## config.mk

```make
export PLATFORM = sky130hd
export DESIGN_NAME = bf16_div
export DESIGN_NICKNAME = d
export VERILOG_FILES = /design/src/rtl/ibex_pkg.sv /design/src/rtl/bf16_lzc.sv /design/src/rtl/bf16_div.sv
export SDC_FILE = /design/constraint.sdc
export NUM_CORES = 1
export LEC_CHECK = 0
export BUFFER_PORTS_ARGS = -buffer_cell sky130_fd_sc_hd__clkbuf_2
export CAP_MARGIN = 25
export CORE_MARGIN = 2
export CORE_UTILIZATION = 30
export CTS_CLUSTER_DIAMETER = 200
export DETAILED_ROUTE_END_ITERATION = 6
export GPL_TIMING_DRIVEN = 0
export PLACE_DENSITY = 0.49
export SYNTH_ARGS = -nofsm -noshare
export SYNTH_HDL_FRONTEND = slang
export SYNTH_SLANG_ARGS = --single-unit
```

## constraint.sdc

```tcl
create_clock -name clk_i -period 3.6 [get_ports clk_i]
set_input_delay 0.72 -clock clk_i [delete_from_list [all_inputs] [get_ports clk_i]]
set_output_delay 0.72 -clock clk_i [all_outputs]
set_load 0.01 [all_outputs]
```

## src/rtl/ibex_pkg.sv

```systemverilog
// Shared types and constants for the bf16 divider: operand classification,
// bf16 constants and the divider FSM state encoding.
package ibex_pkg;

    typedef enum logic [2:0] {
        Zero,
        Sub_Norm,
        Norm,
        Inf,
        S_NaN,
        Q_NaN
    } Classif_e;

    localparam logic [15:0]        BF16_QNAN = 16'h7FC0;
    localparam logic signed [9:0]  BF16_BIAS = 10'sd127;

    typedef enum logic [1:0] {
        IDLE,
        DIVIDE,
        ROUND,
        DONE
    } bf16_div_state_e;

endpackage

```

## src/rtl/bf16_lzc.sv

```systemverilog
// 8-bit leading-zero counter (combinational); all-zero input yields 8.
module bf16_lzc (
    input  logic [7:0] i_val,
    output logic [3:0] o_cnt
);

    always_comb begin
        o_cnt = 4'd8;
        // Scanning upward leaves the highest set bit as the final winner.
        for (int i = 0; i < 8; i++) begin
            if (i_val[i]) o_cnt = 4'(7 - i);
        end
    end

endmodule

```

## src/rtl/bf16_div.sv

```systemverilog
// Multi-cycle bf16 divider: restoring division (10 quotient bits) followed by
// RNE rounding. Define BF16_DIV_SUBNORM_EN to divide subnormal inputs instead of flushing.
module bf16_div
    import ibex_pkg::*;
(
    input  logic        clk_i,
    input  logic        rst_i,
    input  logic        valid_i,
    output logic        ready_o,
    input  logic [15:0] rs1,
    input  logic [15:0] rs2,
    input  Classif_e    Classif_op_a,
    input  Classif_e    Classif_op_b,
    output logic        valid_o,
    output logic [15:0] rd
);

    bf16_div_state_e    r_state, w_state_nxt;
    logic               w_accept;

    logic [7:0]         w_a_exp, w_b_exp;
    logic [6:0]         w_a_man, w_b_man;
    logic               w_a_sub, w_b_sub;
    logic               w_a_nan, w_b_nan, w_a_inf, w_b_inf, w_a_zero, w_b_zero;
    logic [7:0]         w_a_sig, w_b_sig;
    logic signed [9:0]  w_a_e, w_b_e, w_e_diff;
    logic               w_sign;
    logic               w_special;
    logic [15:0]        w_spec_res;

    logic [3:0]         r_cnt;
    logic [8:0]         r_rem;
    logic [7:0]         r_dvs;
    logic [9:0]         r_quo;
    logic signed [9:0]  r_exp;
    logic               r_sign;
    logic               r_valid;
    logic [15:0]        r_rd;

    logic               w_q_bit;
    logic [8:0]         w_rem_sub, w_rem_nxt;

    logic [6:0]         w_man;
    logic               w_g, w_r, w_st, w_inc;
    logic [7:0]         w_man_rnd;
    logic signed [9:0]  w_e_norm, w_e_rnd;
    logic [15:0]        w_round_res;

    assign w_a_exp = rs1[14:7];
    assign w_a_man = rs1[6:0];
    assign w_b_exp = rs2[14:7];
    assign w_b_man = rs2[6:0];
    assign w_a_sub = (Classif_op_a == Sub_Norm);
    assign w_b_sub = (Classif_op_b == Sub_Norm);
    assign w_a_nan = (&w_a_exp) & (|w_a_man);
    assign w_b_nan = (&w_b_exp) & (|w_b_man);
    assign w_a_inf = (&w_a_exp) & ~(|w_a_man);
    assign w_b_inf = (&w_b_exp) & ~(|w_b_man);
    assign w_sign  = rs1[15] ^ rs2[15];

`ifdef BF16_DIV_SUBNORM_EN
    logic [3:0] w_a_lzc, w_b_lzc;

    bf16_lzc u_lzc_a (.i_val({1'b0, w_a_man}), .o_cnt(w_a_lzc));
    bf16_lzc u_lzc_b (.i_val({1'b0, w_b_man}), .o_cnt(w_b_lzc));

    // Subnormals are normalised up front so the divider only ever sees a leading 1.
    assign w_a_zero = ~(|w_a_exp) & ~w_a_sub;
    assign w_b_zero = ~(|w_b_exp) & ~w_b_sub;
    assign w_a_sig  = w_a_sub ? ({1'b0, w_a_man} << w_a_lzc) : {1'b1, w_a_man};
    assign w_b_sig  = w_b_sub ? ({1'b0, w_b_man} << w_b_lzc) : {1'b1, w_b_man};
    assign w_a_e    = w_a_sub ? (10'sd1 - $signed({6'b0, w_a_lzc})) : $signed({2'b0, w_a_exp});
    assign w_b_e    = w_b_sub ? (10'sd1 - $signed({6'b0, w_b_lzc})) : $signed({2'b0, w_b_exp});
`else
    assign w_a_zero = ~(|w_a_exp) | w_a_sub;
    assign w_b_zero = ~(|w_b_exp) | w_b_sub;
    assign w_a_sig  = {1'b1, w_a_man};
    assign w_b_sig  = {1'b1, w_b_man};
    assign w_a_e    = $signed({2'b0, w_a_exp});
    assign w_b_e    = $signed({2'b0, w_b_exp});
`endif

    assign w_e_diff = w_a_e - w_b_e + BF16_BIAS;

    always_comb begin
        w_special  = 1'b1;
        w_spec_res = BF16_QNAN;
        if (w_a_nan | w_b_nan | (w_a_zero & w_b_zero) | (w_a_inf & w_b_inf))
            w_spec_res = BF16_QNAN;
        else if (w_b_zero | w_a_inf)
            w_spec_res = {w_sign, 8'hFF, 7'h00};
        else if (w_a_zero | w_b_inf)
            w_spec_res = {w_sign, 15'h0000};
        else
            w_special = 1'b0;
    end

    always_ff @(posedge clk_i) begin
        if (rst_i) r_state <= IDLE;
        else       r_state <= w_state_nxt;
    end

    always_comb begin
        w_state_nxt = r_state;
        w_accept    = 1'b0;
        case (r_state)
            IDLE: begin
                if (valid_i) begin
                    w_accept    = 1'b1;
                    w_state_nxt = w_special ? DONE : DIVIDE;
                end
            end
            DIVIDE:  if (r_cnt == 4'd9) w_state_nxt = ROUND;
            ROUND:   w_state_nxt = DONE;
            DONE:    w_state_nxt = IDLE;
            default: w_state_nxt = IDLE;
        endcase
    end

    assign ready_o = (r_state == IDLE);

    assign w_q_bit   = (r_rem >= {1'b0, r_dvs});
    assign w_rem_sub = w_q_bit ? (r_rem - {1'b0, r_dvs}) : r_rem;
    assign w_rem_nxt = w_rem_sub << 1;

    // Quotient lies in (0.5, 2): a clear MSB means one extra left shift, so the
    // round bit falls off and is covered by sticky.
    always_comb begin
        if (r_quo[9]) begin
            w_man    = r_quo[8:2];
            w_g      = r_quo[1];
            w_r      = r_quo[0];
            w_e_norm = r_exp;
        end else begin
            w_man    = r_quo[7:1];
            w_g      = r_quo[0];
            w_r      = 1'b0;
            w_e_norm = r_exp - 10'sd1;
        end
        w_st      = |r_rem;
        w_inc     = w_g & (w_r | w_st | w_man[0]);
        w_man_rnd = {1'b0, w_man} + {7'b0, w_inc};
        w_e_rnd   = w_e_norm + $signed({9'b0, w_man_rnd[7]});
        if (w_e_rnd >= 10'sd255)
            w_round_res = {r_sign, 8'hFF, 7'h00};
        else if (w_e_rnd <= 10'sd0)
            w_round_res = {r_sign, 15'h0000};
        else
            w_round_res = {r_sign, w_e_rnd[7:0], w_man_rnd[6:0]};
    end

    always_ff @(posedge clk_i) begin
        if (rst_i) begin
            r_cnt   <= 4'd0;
            r_rem   <= 9'd0;
            r_dvs   <= 8'd0;
            r_quo   <= 10'd0;
            r_exp   <= 10'sd0;
            r_sign  <= 1'b0;
            r_valid <= 1'b0;
            r_rd    <= 16'h0000;
        end else begin
            r_valid <= 1'b0;
            if (w_accept) begin
                r_cnt  <= 4'd0;
                r_rem  <= {1'b0, w_a_sig};
                r_dvs  <= w_b_sig;
                r_quo  <= 10'd0;
                r_exp  <= w_e_diff;
                r_sign <= w_sign;
                if (w_special) begin
                    r_rd    <= w_spec_res;
                    r_valid <= 1'b1;
                end
            end
            if (r_state == DIVIDE) begin
                r_quo <= {r_quo[8:0], w_q_bit};
                r_rem <= w_rem_nxt;
                r_cnt <= r_cnt + 4'd1;
            end
            if (r_state == ROUND) begin
                r_rd    <= w_round_res;
                r_valid <= 1'b1;
            end
        end
    end

    assign valid_o = r_valid;
    assign rd      = r_rd;

endmodule

```

# Word-level counts from Yosys, hierarchy flattened
# Cells that the tools add are included.
# totals
register_bits,61
out_inout_bits,18
in_bits,41
# op_classes
n_reduce_logical,14
n_eq_ne,8
n_addsub,7
mux,31
bitwise_logic,21
n_lt_le_gt_ge,3
# ops
op,count
2-to-1 mux 16 bit,6
2-to-1 mux 10 bit,3
2-to-1 mux 15 bit,2
2-to-1 mux 9 bit,2
AND reduction 8 bit,2
OR reduction 8 bit,2
OR reduction 7 bit,2
adder 10 x 2 -> 10 bit,1
adder 9 x 8 -> 10 bit (second input constant),1
>= comparator 10 x 9 -> 1 bit (second input constant),1
<= comparator 10 x 1 -> 1 bit (second input constant),1
2-to-1 mux 1 bit,10
subtractor 10 x 2 -> 10 bit (second input constant),1
>= comparator 9 x 8 -> 1 bit,1
bitwise OR 1 bit,9
OR reduction 9 bit,1
subtractor 8 x 8 -> 9 bit,1
adder 7 x 1 -> 8 bit,1
2-to-1 mux 4 bit,2
2-to-1 mux 8 bit,1
one-hot mux 2 bit (4 select lines),1
subtractor 8 bit,1
AND 1 bit,7
2-to-1 mux 7 bit,1
other kinds (13),24

# Logic depth before layout (Yosys ltp)
# Gate-level depths: netlist of the first run.
# depth
word_depth,10
ltp_mapped,18
mapped_depth_nobuf,15

# Worst setup path before layout of the first run
# No wires, ideal clock.
# synth_path
path_type,register -> register
from,register r_quo[9]
to,register r_rd[5] (netlist: rd[5])
t_required_ps,3483
synth_period_minus_slack_ps,3998
path_stages_with_launch,17
t_arrival_ps,3880
slack_ps,-398
setup_ps,117
cell_sequence,dfxtp_1 > buf_2 > buf_1 > clkbuf_1 > mux2_2 > and3_1 > ha_1 > ha_1 > and2_1 > mux2_2 > and2_1 > o311ai_2 > nand4_1 > a21o_1 > nor2b_4 > buf_6 > a32o_1
# synth_between
elab_chain_len,10
# synth_rtl
item,line_no,text
start: declaration,bf16_div.sv:34,logic [9:0] r_quo;
start signal: assignment,bf16_div.sv:177,"r_quo <= {r_quo[8:0], w_q_bit};"
2-to-1 mux 1 bit,bf16_div.sv:129,if (r_quo[9]) begin
bitwise OR 1 bit (2 in a row),bf16_div.sv:141,w_inc = w_g & (w_r | w_st | w_man[0]);
AND 1 bit,bf16_div.sv:141,
adder 7 x 1 -> 8 bit,bf16_div.sv:142,"w_man_rnd = {1'b0, w_man} + {7'b0, w_inc};"
adder 10 x 2 -> 10 bit,bf16_div.sv:143,"w_e_rnd = w_e_norm + $signed({9'b0, w_man_rnd[7]});"
<= comparator 10 x 1 -> 1 bit,bf16_div.sv:146,else if (w_e_rnd <= 10'sd0)
2-to-1 mux 15 bit,bf16_div.sv:146,
2-to-1 mux 15 bit *,bf16_div.sv:144,if (w_e_rnd >= 10'sd255)
2-to-1 mux 16 bit *,bf16_div.sv:181,if (r_state == ROUND) begin
end signal: assignment,bf16_div.sv:172,r_rd <= w_spec_res;
end signal: assignment,bf16_div.sv:182,r_rd <= w_round_res;
end: declaration,bf16_div.sv:38,logic [15:0] r_rd;
# Every way passes the cells marked *; elsewhere a longest branch is shown, timed or not.
# A chain may end at the register's enable or synchronous reset.

# Worst setup path after layout of the first run
# layout_path
from,register r_quo[9]
to,register r_rd[12] (netlist: rd[12])
# layout_between
elab_chain_len,10
# layout_rtl
item,line_no
2-to-1 mux 1 bit,bf16_div.sv:129
bitwise OR 1 bit (2 in a row),bf16_div.sv:141
AND 1 bit,bf16_div.sv:141
adder 7 x 1 -> 8 bit,bf16_div.sv:142
adder 10 x 2 -> 10 bit *,bf16_div.sv:143
<= comparator 10 x 1 -> 1 bit,bf16_div.sv:146
2-to-1 mux 15 bit,bf16_div.sv:146
2-to-1 mux 15 bit *,bf16_div.sv:144
2-to-1 mux 16 bit *,bf16_div.sv:181
# Marked as above.

==> metrics.txt, run 1 <==
# TYPE chip_impl_metric gauge
chip_impl_metric{name="average_detailed_routed_wire_length_per_instance",unit="µm"} 14.5
chip_impl_metric{name="regToRegSetupSlack",unit="ns"} 0.21
chip_impl_metric{name="report.final.setup_viol",unit=""} 0
chip_impl_info{name="holdCritStartpoint",value="rd[14]$_SDFFE_PP0P_"} 1
chip_impl_metric{name="p_sw",unit="µW"} 1690
chip_impl_metric{name="synthesis.yosys.warnings",unit=""} 0
chip_impl_metric{name="die_h",unit="µm"} 125
chip_impl_metric{name="dp.cells",unit=""} 784
chip_impl_metric{name="fin_crit",unit="ns"} 3.39
chip_impl_metric{name="critical-path-max-stage-delay",unit="ns"} 0.36
chip_impl_metric{name="mappedNetlistNets",unit=""} 611
chip_impl_metric{name="worst_clock_skew",unit="ns"} 0.00594
chip_impl_info{name="crit_path_frequent_cell",value="and2_4"} 1
chip_impl_info{name="layout.cells.most_common",value="nor2_1"} 1
chip_impl_metric{name="vias_after_detailed_routing",unit=""} 4137
chip_impl_info{name="regToRegStartpoint",value="r_quo[9]$_SDFFE_PP0P_"} 1
chip_impl_metric{name="post-route-period-util",unit=""} 0.942
chip_impl_metric{name="drv.max_cap_violation_count",unit=""} 0
chip_impl_metric{name="internal_power",unit="µW"} 2310
chip_impl_metric{name="layout.cells.non_filler",unit=""} 819
chip_impl_metric{name="nets",unit=""} 699
chip_impl_metric{name="clockBufferDepth",unit=""} 2
chip_impl_metric{name="power-per-cell-area",unit="nW/µm²"} 728
chip_impl_info{name="clock_tree.root_cell",value="clkbuf_16"} 1
chip_impl_info{name="critPathSlowestCell",value="o31ai_4"} 1
chip_impl_metric{name="worst-endpoint-required",unit="ns"} 3.87
chip_impl_metric{name="tritoncts_num_sinks",unit=""} 61
chip_impl_metric{name="crit_buf_inv",unit=""} 2
chip_impl_metric{name="leakage_power",unit="µW"} 0.00220
chip_impl_metric{name="post-synth-top-area-fraction",unit=""} 0.276
chip_impl_metric{name="worst_setup_hold_path_clk_slew",unit="ns"} 0.05
chip_impl_metric{name="setup_total_negative_slack",unit="ns"} 0
chip_impl_info{name="worst_path_dominant_cell_family",value="compound AO/OA/AOI/OAI gates"} 1
chip_impl_metric{name="io_buffers",unit=""} 57
chip_impl_info{name="timing_worst_setup_path_type",value="reg -> reg"} 1
chip_impl_metric{name="cts_made_buffers",unit=""} 9
chip_impl_metric{name="count_of_flip_flops_with_a_built_in_enable_after_synthesis",unit=""} 0
chip_impl_metric{name="pwr-share-clk",unit=""} 0.213
chip_impl_metric{name="max_freq",unit="GHz"} 0.295
chip_impl_metric{name="design.portCount",unit=""} 59
chip_impl_metric{name="netlist_instances",unit=""} 542
chip_impl_info{name="synth_top_cell_by_area",value="dfxtp_1"} 1
chip_impl_metric{name="floorplan.core_area",unit="µm²"} 14500
chip_impl_metric{name="final_layout_size_suffix_gt1_frac",unit=""} 0.209
chip_impl_metric{name="number_of_global_route_vias_before_repair",unit=""} 3982
chip_impl_metric{name="drt-pass1-iter-count",unit=""} 4
chip_impl_metric{name="grt_first_pass_wirelength",unit="µm"} 19800
chip_impl_metric{name="timing.reg2reg.worst_path_depth",unit=""} 14
chip_impl_metric{name="timing_worst_slew_pin_value",unit="ns"} 0.772
chip_impl_metric{name="post_synth.cell_area_avg",unit="µm²"} 8.15
chip_impl_metric{name="peakVddDrop",unit="µV"} 269
chip_impl_info{name="grt_setup_unrepaired",value="false"} 1
chip_impl_metric{name="synth_sequential_area_ratio",unit=""} 0.276
chip_impl_metric{name="grt-ovfl-total",unit=""} 0
chip_impl_metric{name="finalHoldViolations",unit=""} 0
chip_impl_metric{name="remaining_drc_errors",unit=""} 0
chip_impl_info{name="ys.flop_type",value="dfxtp_1"} 1
chip_impl_metric{name="cp_max_fo",unit=""} 10
chip_impl_metric{name="drt_iter0_drc",unit=""} 256
chip_impl_metric{name="antenna_found_initial",unit=""} 0
chip_impl_metric{name="wirelength",unit="µm"} 11900
chip_impl_info{name="cts_tree",value="done"} 1
chip_impl_info{name="status",value="finished clean"} 1
chip_impl_metric{name="start_util",unit=""} 0.305
chip_impl_metric{name="yosys_register_bits",unit=""} 61
chip_impl_metric{name="comb_power_share",unit=""} 0.543
chip_impl_metric{name="post_detailed_placement_half_perimeter_wirelength",unit="µm"} 9040
chip_impl_metric{name="avgViaCountPerCell",unit=""} 5.05
chip_impl_info{name="r2r_end",value="rd[12]$_SDFFE_PP0P_"} 1
chip_impl_metric{name="postRouteAntennaNets",unit=""} 0
chip_impl_metric{name="p_seq_frac",unit=""} 0.243
chip_impl_metric{name="synthesis.area",unit="µm²"} 4420
chip_impl_metric{name="asyncSetResetFlopFracSynth",unit=""} 0
chip_impl_info{name="holdPathEnd",value="rd[14]$_SDFFE_PP0P_"} 1
chip_impl_info{name="cp-start-kind",value="flip-flop"} 1
chip_impl_info{name="most-common-layout-cells",value="nor2_1, dfxtp_1, clkbuf_2"} 1
chip_impl_info{name="crit_path_cell_trace",value="buf_6 -> clkbuf_8 -> mux2_2 -> and3_1 -> ha_2 -> ha_4 -> and2_4 -> mux2_4 -> and2_4 -> o311ai_4 -> nand4_1 -> a21o_1 -> o31ai_4 -> a221o_1"} 1
chip_impl_metric{name="diodes",unit=""} 0
chip_impl_metric{name="grt_max_degree",unit=""} 11
chip_impl_metric{name="floorplan_die_area",unit="µm²"} 15700
chip_impl_metric{name="yosysUniqueCellTypes",unit=""} 72
chip_impl_metric{name="globalplace.congestion",unit=""} 0.808
chip_impl_metric{name="hold_path_stages",unit=""} 2
chip_impl_metric{name="max_slew_margin",unit=""} 0.482
chip_impl_metric{name="final_core_util",unit=""} 0.379
chip_impl_info{name="hold_class",value="reg -> reg"} 1
chip_impl_metric{name="cp_data_arrival_time",unit="ns"} 3.66
chip_impl_metric{name="p_sw_frac",unit=""} 0.423
chip_impl_info{name="critPathCaptureType",value="flip-flop"} 1
chip_impl_metric{name="cts.hold.buffers_added",unit=""} 0
chip_impl_metric{name="maxSlewViolCount",unit=""} 0
chip_impl_metric{name="insertion_delay",unit="ns"} 0.33
chip_impl_metric{name="grtUsageTotal",unit=""} 0.154
chip_impl_info{name="ranking_of_synthesized_cells_by_area",value="dfxtp_1, ha_1, nor2_1"} 1
chip_impl_metric{name="placementRows",unit=""} 44
chip_impl_metric{name="ctsHtreeMaxLevel",unit=""} 3
chip_impl_metric{name="die_w",unit="µm"} 125
chip_impl_metric{name="syn_to_final_growth",unit="%"} 24.2
[power groups by stage]
stage                     clock network [µW]  logic, µW  registers [µW]
final                                    854       2170             972
after global routing                     909       2450             996
after CTS                                876       2170             971
after detailed placement                   0       2140             984
after global placement                     0       2100             979
after floorplan                            0       1650             967
[cell families (layout without fill, tap and decap cells)]
group	Yosys count	after routing	synth area share
AO/OA/AOI/OAI	133	133	0.221
XOR/XNOR	31	31	0.0705
adder cells (fa/ha/maj)	28	28	0.0827
buffers and inverters	65	158	0.0600
flip-flops	61	61	0.276
multiplexers	23	23	0.0541
AND/OR/NAND/NOR	201	201	0.235
[how the worst max path moves through the flow]
stage / start / end / slack (ns) / cells past startpoint
2_1_floorplan: r_quo[9]$_SDFFE_PP0P_ / rd[5]$_SDFFE_PP0P_ / 0.003 / 16
6_report: r_quo[9]$_SDFFE_PP0P_ / rd[12]$_SDFFE_PP0P_ / 0.21 / 14
3_5_place_dp: r_quo[9]$_SDFFE_PP0P_ / rd[7]$_SDFFE_PP0P_ / -0.36 / 17
4_1_cts: r_quo[9]$_SDFFE_PP0P_ / rd[4]$_SDFFE_PP0P_ / 0.08 / 17
3_3_place_gp: r_quo[9]$_SDFFE_PP0P_ / rd[7]$_SDFFE_PP0P_ / -0.41 / 17
5_1_grt: r_quo[9]$_SDFFE_PP0P_ / rd[12]$_SDFFE_PP0P_ / 0.02 / 16
[layer usage]
| layer | GRT usage | routed length, µm | up-vias |
|---|---|---|---|
| li1 | - | - | 2146 |
| met2 | 0.248 | 5330 | 90 |
| met5 | 0 | 0 | - |
| met4 | 0.0431 | 155 | 0 |
| met3 | 0.0304 | 498 | 13 |
| met1 | 0.210 | 5910 | 1888 |
[worst min-delay path, cell delays in order (launching register included)]
cell,delay [ns]
dfxtp_1,0.32
nand2_1,0.05
o21ai_0,0.05
[registers in the layout (all words and copies together), names as in the netlist]
| signal | cells |
|---|---|
| r_sign | 1 |
| r_state | 2 |
| r_rem | 9 |
| r_dvs | 8 |
| r_exp | 10 |
| rd | 16 |
| valid_o | 1 |
| r_cnt | 4 |
| r_quo | 10 |
[through the flow]
stage / cell area (µm²) / setup WS (ns) / hold WS, ns / power [µW]
floorplan: 4430 / 0.00335 / 0.435 / 2610
global route: 5490 / 0.0250 / 0.478 / 4350
detailed placement: 4950 / -0.359 / 0.453 / 3120
CTS: 5430 / 0.0758 / 0.461 / 4020
finish: 5490 / 0.210 / 0.455 / 4000
global placement: 4940 / -0.413 / 0.447 / 3080
[Yosys cell counts (7+ instances only)]
cell type	count
clkbuf_1	19
inv_1	35
a21oi_1	35
nor2b_1	9
nand4_1	7
mux2_2	7
a21o_1	8
nand3_1	12
nor2_1	62
and3_1	9
nor4_1	9
ha_1	26
nor3_1	13
o21ai_0	14
mux2i_1	16
dfxtp_1	61
a221o_1	7
a211oi_1	22
xnor2_1	22
nand2_1	42
[cell type report]
cell class	count	area [µm²]
Timing Repair Buffer	79	448
Inverter	35	131
Multi-Input combinational cell	416	3030
Sequential cell	61	1220
Clock buffer	11	243
Clock inverter	5	50.0
Buffer	28	135
Fill cell	1510	8990
Tap cell	184	230
[timing repair]
action | CTS | global route
hold endpoints to repair | 0 | 0
cloned | 0 | 0
endpoints found under the setup margin | 14 | 14
resized for setup | 18 | 6
setup buffers | 16 | 5
pin swaps | 8 | 10
No activity file was read; power rests on OpenSTA's default activity.
==> run 2: changes to the inputs <==
- ABC_AREA: unset -> 1
- CTS_BUF_LIST: unset -> sky130_fd_sc_hd__clkbuf_4
==> run 2 against run 1 <==
  * Power shrank 9.7%
  * Final area fell by 7.0%
  * Flip-flop and latch count unchanged
  * Critical path depth grew 11
  * Clock-buffer cell count up 1
  * Combinational power increased by 2%
  * Area after synthesis grew 0.40%
  * Register-to-register slack improved by 0.07 ns
  * Sequential power rose by 2.3%
  * Critical path type unchanged
  * Critical endpoint is now rd[1]$_SDFFE_PP0P_
  * Highest routed layer unchanged
==> metrics.txt, run 2 <==
# TYPE chip_impl_metric gauge
chip_impl_metric{name="synth_sequential_area_ratio",unit=""} 0.275
chip_impl_metric{name="drv.max_cap_violation_count",unit=""} 0
chip_impl_metric{name="final_area",unit="µm²"} 5110
chip_impl_metric{name="timing_worst_slew_pin_value",unit="ns"} 0.635
chip_impl_metric{name="mappedNetlistNets",unit=""} 743
chip_impl_metric{name="maxSlewViolCount",unit=""} 0
chip_impl_metric{name="floorplan.core_area",unit="µm²"} 14500
chip_impl_info{name="ranking_of_synthesized_cells_by_area",value="dfxtp_1, nand2_1, inv_1"} 1
chip_impl_metric{name="post_detailed_placement_half_perimeter_wirelength",unit="µm"} 9550
chip_impl_info{name="timing_worst_setup_path_type",value="reg -> reg"} 1
chip_impl_metric{name="ff_latch_area",unit="µm²"} 1220
chip_impl_metric{name="cp_max_fo",unit=""} 10
chip_impl_metric{name="postRouteAntennaNets",unit=""} 0
chip_impl_metric{name="remaining_drc_errors",unit=""} 0
chip_impl_metric{name="post-synth-top-area-fraction",unit=""} 0.275
chip_impl_info{name="launching_element_of_the_worst_setup_path",value="r_quo[9]$_SDFFE_PP0P_"} 1
chip_impl_metric{name="antenna_found_initial",unit=""} 1
chip_impl_metric{name="fin_crit",unit="ns"} 3.32
chip_impl_metric{name="drt-pass1-iter-count",unit=""} 5
chip_impl_metric{name="ctsHtreeMaxLevel",unit=""} 3
chip_impl_metric{name="avgViaCountPerCell",unit=""} 4.65
chip_impl_metric{name="worst-endpoint-required",unit="ns"} 3.88
chip_impl_metric{name="fillers",unit=""} 1641
chip_impl_metric{name="flip_flop_count_of_the_largest_register_all_copies_and_words_added",unit=""} 16
chip_impl_metric{name="finalHoldViolations",unit=""} 0
chip_impl_info{name="count_leader_synth",value="nand2_1"} 1
chip_impl_info{name="leading_post_synthesis_cells_by_instance_count",value="nand2_1, inv_1, dfxtp_1"} 1
chip_impl_metric{name="clockBufferDepth",unit=""} 2
chip_impl_metric{name="globalplace.congestion",unit=""} 0.816
chip_impl_metric{name="max_slew_margin",unit=""} 0.577
chip_impl_info{name="critPathCaptureType",value="flip-flop"} 1
chip_impl_metric{name="regToRegSetupSlack",unit="ns"} 0.28
chip_impl_metric{name="combined_area_of_the_multi_input_logic_cells",unit="µm²"} 2720
chip_impl_metric{name="number_of_global_route_vias_before_repair",unit=""} 4131
chip_impl_metric{name="layout.cells.non_filler",unit=""} 935
chip_impl_metric{name="insertion_delay",unit="ns"} 0.41
chip_impl_metric{name="tritoncts_num_sinks",unit=""} 61
chip_impl_info{name="r2r_end",value="rd[1]$_SDFFE_PP0P_"} 1
chip_impl_metric{name="post-route-period-util",unit=""} 0.922
chip_impl_metric{name="die_w",unit="µm"} 126
chip_impl_metric{name="dp.cells",unit=""} 915
chip_impl_metric{name="yosysUniqueCellTypes",unit=""} 46
chip_impl_metric{name="average_detailed_routed_wire_length_per_instance",unit="µm"} 12.6
chip_impl_info{name="endpoint",value="rd[1]$_SDFFE_PP0P_"} 1
chip_impl_metric{name="leakage_power",unit="µW"} 0.00241
chip_impl_info{name="regToRegStartpoint",value="r_quo[9]$_SDFFE_PP0P_"} 1
chip_impl_metric{name="design.portCount",unit=""} 59
chip_impl_metric{name="worst_clock_skew",unit="ns"} 0.00849
chip_impl_metric{name="yosys_register_bits",unit=""} 61
chip_impl_metric{name="grt_max_degree",unit=""} 11
chip_impl_info{name="holdCritStartpoint",value="rd[12]$_SDFFE_PP0P_"} 1
chip_impl_info{name="layout.cells.most_common",value="nand2_1"} 1
chip_impl_info{name="cts_tree",value="done"} 1
chip_impl_metric{name="grt-ovfl-total",unit=""} 0
chip_impl_info{name="ys.flop_type",value="dfxtp_1"} 1
chip_impl_metric{name="peakVddDrop",unit="µV"} 298
chip_impl_metric{name="vias_after_detailed_routing",unit=""} 4345
chip_impl_metric{name="start_util",unit=""} 0.306
chip_impl_metric{name="synthesis.area",unit="µm²"} 4440
chip_impl_metric{name="report.final.setup_viol",unit=""} 0
chip_impl_metric{name="asyncSetResetFlopFracSynth",unit=""} 0
chip_impl_metric{name="worst_setup_hold_path_clk_slew",unit="ns"} 0.10
chip_impl_metric{name="cp_data_arrival_time",unit="ns"} 3.60
chip_impl_metric{name="setup_total_negative_slack",unit="ns"} 0
chip_impl_metric{name="post_synth.cell_area_avg",unit="µm²"} 6.58
chip_impl_metric{name="timing.reg2reg.worst_path_depth",unit=""} 25
chip_impl_metric{name="syn_to_final_growth",unit="%"} 15.1
chip_impl_metric{name="grt_first_pass_wirelength",unit="µm"} 19800
chip_impl_info{name="hold_class",value="reg -> reg"} 1
chip_impl_metric{name="cts.hold.buffers_added",unit=""} 0
chip_impl_metric{name="drt_iter0_drc",unit=""} 253
chip_impl_metric{name="cts_made_buffers",unit=""} 9
chip_impl_info{name="synth_top_cell_by_area",value="dfxtp_1"} 1
chip_impl_metric{name="die_h",unit="µm"} 126
chip_impl_metric{name="grtUsageTotal",unit=""} 0.155
chip_impl_metric{name="power-per-cell-area",unit="nW/µm²"} 707
chip_impl_metric{name="io_buffers",unit=""} 57
chip_impl_info{name="cp-start-kind",value="flip-flop"} 1
chip_impl_info{name="status",value="finished clean"} 1
chip_impl_metric{name="floorplan_die_area",unit="µm²"} 15800
chip_impl_metric{name="wirelength",unit="µm"} 11800
chip_impl_metric{name="netlist_instances",unit=""} 674
chip_impl_info{name="clock_tree.root_cell",value="clkbuf_4"} 1
chip_impl_info{name="most-common-layout-cells",value="nand2_1, inv_1, dfxtp_1"} 1
chip_impl_metric{name="max_freq",unit="GHz"} 0.301
chip_impl_metric{name="dpl-instance-area",unit="µm²"} 4950
chip_impl_metric{name="count_of_flip_flops_with_a_built_in_enable_after_synthesis",unit=""} 0
chip_impl_metric{name="nets",unit=""} 815
chip_impl_metric{name="synthesis.yosys.warnings",unit=""} 0
chip_impl_metric{name="placementRows",unit=""} 44
chip_impl_metric{name="final_layout_size_suffix_gt1_frac",unit=""} 0.167
run 2: cell types whose count changed after synthesis, sizes merged, moves of 9 or more:
cell    previous run  this run
nor2b             10         0
xnor2             23         8
nand3             13        39
inv               35       112
a21oi             35        53
nand2             42       155
mux2i             16         0
a211oi            22         1
o21ai             16        54
and3               9         0
run 2: kinds of logic after synthesis:
| kind of cell | Yosys count | share of synthesized area |
|---|---|---|
| AO/OA/AOI/OAI | 131 | 0.162 |
| adder cells (fa/ha/maj) | 28 | 0.0824 |
| AND/OR/NAND/NOR | 302 | 0.318 |
| buffers and inverters | 130 | 0.115 |
| XOR/XNOR | 22 | 0.0477 |
| flip-flops | 61 | 0.275 |
run 2: report_power, final:
group	internal, µW	switching, µW
Combinational	762	1450
Sequential	852	142
Clock	158	246
run 2: routing by layer:
| layer | vias up | GRT usage | wire length [µm] |
|---|---|---|---|
| met2 | 80 | 0.254 | 5390 |
| met5 | - | 0 | 0 |
| met4 | 0 | 0.0379 | 72 |
| li1 | 2329 | - | - |
| met1 | 1932 | 0.204 | 5880 |
| met3 | 4 | 0.0394 | 482 |
run 2: layout make-up:
class | count | share of cell area
timing repair buffer | 61 | 0.0617
multi-input combinational | 483 | 0.533
buffer | 16 | 0.0159
clock buffer | 12 | 0.0176
tap | 184 | 0.0451
antenna | 1 | 0.000490
clock inverter | 3 | 0.00269
inverter | 114 | 0.0843
sequential | 61 | 0.239
run 2: how the worst min path moves through the flow:
stage | endpoint | depth (start not counted)
after floorplan | r_dvs[2]$_SDFFE_PP0P_ | 2
after global placement | rd[12]$_SDFFE_PP0P_ | 2
after detailed placement | rd[12]$_SDFFE_PP0P_ | 2
after CTS | rd[11]$_SDFFE_PP0P_ | 2
after global routing | rd[8]$_SDFFE_PP0P_ | 2
final | rd[12]$_SDFFE_PP0P_ | 2
run 2: timing repair:
action,4_1_cts,5_1_grt
gates resized for setup,0,8
setup buffers,0,4
setup endpoints to repair,0,13
run 2: critical path, cell delays in order (launching register included):
cell and delay, ns:
dfxtp_1 0.33, buf_6 0.11, inv_4 0.05, buf_6 0.13, nand2_1 0.05, o21ai_0 0.09, nor2_1 0.20, nand3_1 0.15
nor2_1 0.13, nand2_1 0.10, nor3_2 0.21, ha_2 0.22, ha_2 0.18, inv_1 0.06, a21oi_2 0.17, nand3_4 0.12
nor2_4 0.12, nand3_1 0.12, nand2_2 0.12, inv_1 0.04, nand2_1 0.09, nand3_4 0.10, nand2_4 0.13, nor2_2 0.04
nor2_1 0.08, nor2_1 0.05
run 2: stage by stage:
stage	utilization	worst slack, ns	total power (µW)	hold WS, ns
5_1_grt	0.353	-0.0271	4010	0.480
4_1_cts	0.349	0.000929	3640	0.459
3_3_place_gp	0.342	0.0826	3200	0.437
2_1_floorplan	-	0.692	2670	0.433
3_5_place_dp	0.342	0.0329	3220	0.441
6_report	0.353	0.282	3610	0.454
